$ cat src/rtl/seg7_dec_if.sv
// seg7_dec_if: bundles the digit-pair inputs, the decoded-result handshake
// and the error/status outputs of seg7_dec.
//
// Signals:
//   Seg7In_upper[6:0] tens-digit pattern, active-low, bit6=a ... bit0=g
//   Seg7In_lower[6:0] ones-digit pattern, same encoding
//   out_ready         consumer accepts Bit6Out this edge
//   Bit6Out[5:0]      decoded value 0..63
//   out_valid         Bit6Out holds an unaccepted result
//   err_valid         one-cycle decode-error pulse
//   err_code[1:0]     01 bad upper, 10 bad lower, 11 value>63 (with err_valid)
//   overrun           sticky: a good decode was deferred by a pending result
//
// Handshake: a result transfers on a rising clk edge where out_valid and
// out_ready are both high. While out_valid is high and out_ready is low,
// Bit6Out is held stable. out_valid never drops without a transfer.
//
// Modports: slave = the decoder, master = the pattern source / consumer.
interface seg7_dec_if;
  logic [6:0] Seg7In_upper;
  logic [6:0] Seg7In_lower;
  logic       out_ready;
  logic [5:0] Bit6Out;
  logic       out_valid;
  logic       err_valid;
  logic [1:0] err_code;
  logic       overrun;

  modport slave (
    input  Seg7In_upper,
    input  Seg7In_lower,
    input  out_ready,
    output Bit6Out,
    output out_valid,
    output err_valid,
    output err_code,
    output overrun
  );

  modport master (
    output Seg7In_upper,
    output Seg7In_lower,
    output out_ready,
    input  Bit6Out,
    input  out_valid,
    input  err_valid,
    input  err_code,
    input  overrun
  );
endinterface

$ cat src/rtl/seg7_dec.sv
// seg7_dec: two-digit active-low 7-segment decoder.
// Samples the tens/ones glyph pair every edge, waits until the same pair has
// been seen STABLE_CYCLES times in a row, validates both glyphs, converts the
// decimal pair to a 6-bit value and presents it on a valid/ready output.
// A stable pair is reported once; it is reported again only after the input
// has moved to another stable pair and come back.
//
// Ports:
//   clk    rising-edge clock
//   rst_n  asynchronous active-low reset
//   bus    seg7_dec_if.slave (pattern inputs, result handshake, error/status)
module seg7_dec #(
  parameter int unsigned STABLE_CYCLES = 4
) (
  input  logic        clk,
  input  logic        rst_n,
  seg7_dec_if.slave   bus
);

  localparam int unsigned CW = (STABLE_CYCLES < 2) ? 1 : $clog2(STABLE_CYCLES + 1);
  localparam logic [CW-1:0] CNT_MAX  = CW'(STABLE_CYCLES);
  localparam logic [13:0]   PAT_ZERO = {7'b0000001, 7'b0000001};

  // Returns {valid, digit}; anything outside the ten legal glyphs is invalid.
  function automatic logic [4:0] glyph_to_digit(input logic [6:0] g);
    logic [4:0] r;
    case (g)
      7'b0000001: r = 5'b1_0000;
      7'b1001111: r = 5'b1_0001;
      7'b0010010: r = 5'b1_0010;
      7'b0000110: r = 5'b1_0011;
      7'b1001100: r = 5'b1_0100;
      7'b0100100: r = 5'b1_0101;
      7'b0100000: r = 5'b1_0110;
      7'b0001111: r = 5'b1_0111;
      7'b0000000: r = 5'b1_1000;
      7'b0001100: r = 5'b1_1001;
      default:    r = 5'b0_0000;
    endcase
    return r;
  endfunction

  logic [13:0]   in_pat;
  logic [13:0]   pat_q, pat_d;
  logic [13:0]   last_q, last_d;
  logic [CW-1:0] cnt_q, cnt_d;
  logic [5:0]    bit6_q, bit6_d;
  logic          valid_q, valid_d;
  logic          errv_q, errv_d;
  logic [1:0]    errc_q, errc_d;
  logic          ovr_q, ovr_d;

  logic [4:0]    up_dec;
  logic [4:0]    lo_dec;
  logic [6:0]    value;
  logic          fire;
  logic          good_evt;

  assign in_pat = {bus.Seg7In_upper, bus.Seg7In_lower};

  // Decode always works on the registered pair, never the live input.
  assign up_dec = glyph_to_digit(pat_q[13:7]);
  assign lo_dec = glyph_to_digit(pat_q[6:0]);
  // 7 bits: 9*10+9 = 99 must not wrap before the range check.
  assign value  = ({3'b000, up_dec[3:0]} * 7'd10) + {3'b000, lo_dec[3:0]};

  // A saturated count means the last STABLE_CYCLES samples were identical;
  // comparing against last_q suppresses repeat reports of a held pair.
  assign fire   = (cnt_q == CNT_MAX) && (pat_q != last_q);

  always_comb begin
    pat_d    = in_pat;
    cnt_d    = cnt_q;
    last_d   = last_q;
    bit6_d   = bit6_q;
    valid_d  = valid_q;
    errv_d   = 1'b0;
    errc_d   = 2'b00;
    ovr_d    = ovr_q;
    good_evt = 1'b0;

    if (in_pat != pat_q) begin
      cnt_d = CW'(1);
    end else if (cnt_q != CNT_MAX) begin
      cnt_d = cnt_q + CW'(1);
    end

    if (fire) begin
      if (!up_dec[4]) begin
        errv_d = 1'b1;
        errc_d = 2'b01;
        last_d = pat_q;
      end else if (!lo_dec[4]) begin
        errv_d = 1'b1;
        errc_d = 2'b10;
        last_d = pat_q;
      end else if (value > 7'd63) begin
        errv_d = 1'b1;
        errc_d = 2'b11;
        last_d = pat_q;
      end else begin
        good_evt = 1'b1;
      end
    end

    if (good_evt) begin
      if (!valid_q || bus.out_ready) begin
        bit6_d  = value[5:0];
        valid_d = 1'b1;
        last_d  = pat_q;
      end else begin
        // Leave last_q alone so the same pair fires again once the
        // pending result has been taken.
        ovr_d = 1'b1;
      end
    end else if (valid_q && bus.out_ready) begin
      valid_d = 1'b0;
    end
  end

  always_ff @(posedge clk or negedge rst_n) begin
    if (!rst_n) begin
      pat_q   <= PAT_ZERO;
      last_q  <= PAT_ZERO;
      cnt_q   <= '0;
      bit6_q  <= '0;
      valid_q <= 1'b0;
      errv_q  <= 1'b0;
      errc_q  <= 2'b00;
      ovr_q   <= 1'b0;
    end else begin
      pat_q   <= pat_d;
      last_q  <= last_d;
      cnt_q   <= cnt_d;
      bit6_q  <= bit6_d;
      valid_q <= valid_d;
      errv_q  <= errv_d;
      errc_q  <= errc_d;
      ovr_q   <= ovr_d;
    end
  end

  assign bus.Bit6Out   = bit6_q;
  assign bus.out_valid = valid_q;
  assign bus.err_valid = errv_q;
  assign bus.err_code  = errc_q;
  assign bus.overrun   = ovr_q;

endmodule
$ cat src/flat_wrapper.sv
// flat-port wrapper written by rule: the top's interface ports become plain ports
module seg7_dec_flat 
#(
  parameter int unsigned STABLE_CYCLES = 4
)
  (clk, rst_n, bus_Seg7In_upper, bus_Seg7In_lower, bus_out_ready, bus_Bit6Out, bus_out_valid, bus_err_valid, bus_err_code, bus_overrun);
  seg7_dec_if bus_i ();
  input  logic clk;
  input  logic rst_n;
  input wire logic [$bits(bus_i.Seg7In_upper)-1:0] bus_Seg7In_upper;
  input wire logic [$bits(bus_i.Seg7In_lower)-1:0] bus_Seg7In_lower;
  input wire logic [$bits(bus_i.out_ready)-1:0] bus_out_ready;
  output wire logic [$bits(bus_i.Bit6Out)-1:0] bus_Bit6Out;
  output wire logic [$bits(bus_i.out_valid)-1:0] bus_out_valid;
  output wire logic [$bits(bus_i.err_valid)-1:0] bus_err_valid;
  output wire logic [$bits(bus_i.err_code)-1:0] bus_err_code;
  output wire logic [$bits(bus_i.overrun)-1:0] bus_overrun;
  assign bus_i.Seg7In_upper = bus_Seg7In_upper;
  assign bus_i.Seg7In_lower = bus_Seg7In_lower;
  assign bus_i.out_ready = bus_out_ready;
  assign bus_Bit6Out = bus_i.Bit6Out;
  assign bus_out_valid = bus_i.out_valid;
  assign bus_err_valid = bus_i.err_valid;
  assign bus_err_code = bus_i.err_code;
  assign bus_overrun = bus_i.overrun;
  seg7_dec #(.STABLE_CYCLES(STABLE_CYCLES)) u_core (.clk(clk), .rst_n(rst_n), .bus(bus_i));
endmodule
$ cat config.mk
export PLATFORM = sky130hd
export DESIGN_NAME = seg7_dec_flat
export DESIGN_NICKNAME = d
export VERILOG_FILES = /design/src/rtl/seg7_dec_if.sv /design/src/rtl/seg7_dec.sv /design/src/flat_wrapper.sv
export SDC_FILE = /design/constraint.sdc
export NUM_CORES = 1
export LEC_CHECK = 0
export CORE_UTILIZATION = 28
export CTS_CLUSTER_SIZE = 12
export DETAILED_ROUTE_END_ITERATION = 12
export HOLD_SLACK_MARGIN = 0.1
export PLACE_DENSITY = 0.49
export SYNTH_ARGS = -nofsm -noshare
export SYNTH_HDL_FRONTEND = slang
export SYNTH_SLANG_ARGS = --single-unit
$ cat constraint.sdc
create_clock -name clk -period 4.3 [get_ports clk]
set_input_delay 0.86 -clock clk [delete_from_list [all_inputs] [get_ports clk]]
set_output_delay 0.86 -clock clk [all_outputs]
set_load 0.005 [all_outputs]
==> impl_results.md <==
- Largest fanout on the critical path: 11
- Yosys warnings: 0
- Clk_lat worst skew: 300 ps
- Simple-Gate Fraction of Synth Area: 0.165
- CP startpoint kind: flip-flop
- Pint: 0.000557 W
- Avg Cell Area, Syn: 11.0 µm²
- DRC Markers: 0
- Switching share of power: 0.268
- Post-Syn Area: 2520 µm²
- Clock power share: 0.339
- Drt total wl: 5140 µm
- Via density: 4.76
- Dpl ws: 256 ps
- Worst min path class: flip-flop to flip-flop
- Arrival time at the worst endpoint: 4160 ps
- Slack of the critical path: 318 ps
- Post-CTS sizing: 0
- Outcome: finished clean
- Port-buffer cells: 27
- DP Cell Count: 357
- Reg2Reg Setup Slack: 320 ps
- Max-cap violation count: 0
- Row cnt: 34
- First-pass GRT wire length: 8600 µm
- Post-synthesis sequential area ratio: 0.419
- Synth Instances: 230
- Worst VDD drop: 0.120 mV
- Clock sinks: 42
- Routability Congestion: 0.716
- Critical Path End Type: flip-flop
- Leakage power: 1.30 nW
- Dpl cell area: 2890 µm²
- Area growth from synthesis to layout: 17.9%
- Dominant synthesized flop cell: dfrtp_1
- GR Overflow Total: 0
- Slew HR: 0.359
- Sw power: 0.000204 W
- Pin count of the biggest net entering global routing: 43
- EDFF count, synth: 0
- Final Setup Violations: 0
- Gate power share: 0.106
- Post-DP HPWL: 3870 µm
- Syn_nets: 257
- Die W: 96.9 µm
- Clock Tree Buf Depth: 2
- Async set or reset register ratio after synthesis: 1.00
- Finished Layout Cells: 365
- Final hold viol count: 0
- RSZ-0062 raised after global routing: false
- Routed Antenna Nets: 0
- GR Util All Layers: 0.117
- PwrDens: 256 nW/µm²
- CTS root buf: clkbuf_8
- Post-CTS Repair Setup Buffers: 0
- CTS tree: built
- Setup TNS Final: 0 ps
- Core Footprint: 8720 µm²
- FF+latch count, synth: 42
- Cts bufs inserted: 5
- Type of the worst setup path: flip-flop to flip-flop
- Adder-cell share of the synthesized area: 0.0556
- Slew @ Worst Pin: 962 ps
- Clk_skew: 6.02 ps
- Die Y: 96.9 µm
- Total die area: 9390 µm²
- Post-layout instance area: 2970 µm²
- Via count: 1738
- Critical Path RT: 4480 ps
- Largest family of logic cells by synthesized area: simple AND/OR/NAND/NOR gates
- 1st-pass router iterations: 4
- Initial antenna violation count: 0
- Synth Area in XOR/XNOR: 0.125
- Complex-gate fraction of the synthesized area: 0.104
- FILL cells: 874
- Reg clk slew, reported paths: 80 ps
- Antenna Cells: 0
- # IOs: 28
- Post-CTS Hold Fix Bufs: 0
- Crit share post-route: 0.926
- Flop pwr share: 0.555
- Minimum clock period: 3980 ps
- Slew Limit Fails: 0
- Post-synthesis cell type count: 53
- Share of layout cells above drive strength 1: 0.179
- Iteration-0 DRC Markers: 63
- F_max: 251 MHz
- Vias in the first global route: 1733
- Fin nets: 283
- Avg WL per Cell: 14.1 µm
- Initial Utilization: 0.289
- Mux cell area share after synthesis: 0.0893
- H-Tree Depth: 2
## cell usage after synthesis (all sizes together), types with 2 or more instances
library cell	count	share of area
a21o	2	0.0060
a21oi	7	0.014
a31oi	4	0.012
and2	2	0.0050
and3	2	0.0050
buf	13	0.032
clkbuf	2	0.0030
dfrtp	38	0.38
dfstp	4	0.042
fa	2	0.016
ha	8	0.040
inv	5	0.0074
mux2	20	0.089
nand2	8	0.012
nand2b	3	0.0074
nand3	5	0.0099
nand3b	3	0.0089
nand4	3	0.0074
nor2	8	0.012
nor2b	3	0.0074
nor3	11	0.031
nor3b	3	0.0089
nor4	5	0.018
o211ai	2	0.0060
o21ai	9	0.018
o31ai	3	0.0089
o41ai	2	0.0099
or3	3	0.0094
xnor2	14	0.049
xor2	22	0.076
## per-stage QoR
stage	total power, W	utilization	hold WS, ps
floorplan	0.000474	-	454
global placement	0.000513	0.331	455
detailed placement	0.000513	0.331	449
CTS	0.000778	0.341	472
global route	0.000802	0.341	497
finish	0.000761	0.341	467
## worst paths after layout
check                           cells after the start                            from                           endpoint
worst max-delay path                               15      u_core.pat_q[10]$_DFF_PN0_  u_core.bus.Bit6Out[1]$_DFFE_PN0P_
worst min-delay path                                2  u_core.bus.overrun$_DFFE_PN0P_     u_core.bus.overrun$_DFFE_PN0P_
worst max register to register                     15      u_core.pat_q[10]$_DFF_PN0_  u_core.bus.Bit6Out[1]$_DFFE_PN0P_
worst min register to register                      2  u_core.bus.overrun$_DFFE_PN0P_     u_core.bus.overrun$_DFFE_PN0P_
max in group asynchronous                           1                           rst_n          u_core.pat_q[8]$_DFF_PN0_
min in group asynchronous                           1                           rst_n        u_core.cnt_q[1]$_DFFE_PN0P_
## cell type report
type	count	area, µm²	share of cell area
tap	108	135	0.0454
clock inverter	2	13.8	0.00463
multi-input combinational	168	1360	0.457
timing repair buffer	34	318	0.107
inverter	5	18.8	0.00631
clock buffer	6	72.6	0.0244
sequential	42	1060	0.355
## state kept, by name, summed over array words and instances (netlist names)
register              flops
u_core.bus.err_code       2
u_core.bus.out_valid      1
u_core.bus.overrun        1
u_core.bus.err_valid      1
u_core.bus.Bit6Out        6
u_core.last_q            14
u_core.cnt_q              3
u_core.pat_q             14
## placed cells by master (no fill, tap or decap), types with 8 or more instances in the layout
cell type        synthesis  final
xnor2_1                 14     14
clkdlybuf4s50_1          0     26
xor2_1                  22     22
nand2_1                  8      8
o21ai_0                  9      9
mux2_2                  15     15
nor3_1                   9      9
dfrtp_1                 38     37
nor2_1                   8      8
ha_1                     8      8
## routing by layer
layer / up-vias / GRT usage / wire length, µm
met4: 0 / 0.0413 / 76
met5: - / 0 / 0
met1: 816 / 0.157 / 2530
met2: 46 / 0.187 / 2350
met3: 8 / 0.0224 / 186
li1: 868 / - / -
## critical path, cell delays in order (launching register included)
cell	delay (ps)
dfrtp_1	510
xnor2_1	190
nor3_1	140
a31oi_1	60
nor2_1	90
a31oi_1	40
nor3b_1	360
ha_1	230
ha_1	160
fa_1	450
o211ai_1	110
nor2_1	70
or3_4	400
a21bo_2	240
nor4_4	410
mux2_2	390
## kinds of logic (layout without fill, tap and decap cells)
| kind of cell | count (synthesis) | in the layout |
|---|---|---|
| DFF | 42 | 42 |
| and+or+nand+nor | 65 | 65 |
| adders and majority gates | 10 | 10 |
| buffers and inverters | 20 | 47 |
| muxes | 20 | 20 |
| AOI/OAI and AO/OA | 37 | 37 |
| xor gates and xnor gates | 36 | 36 |
## power groups by stage
stage | combinational [W] | clock, W | sequential, W
finish | 0.0000808 | 0.000258 | 0.000423
global route | 0.0000897 | 0.000287 | 0.000425
CTS | 0.0000831 | 0.000272 | 0.000423
detailed placement | 0.0000826 | 0 | 0.000430
global placement | 0.0000833 | 0 | 0.000430
floorplan | 0.0000619 | 0 | 0.000412
(Power assumes the default switching activity.)
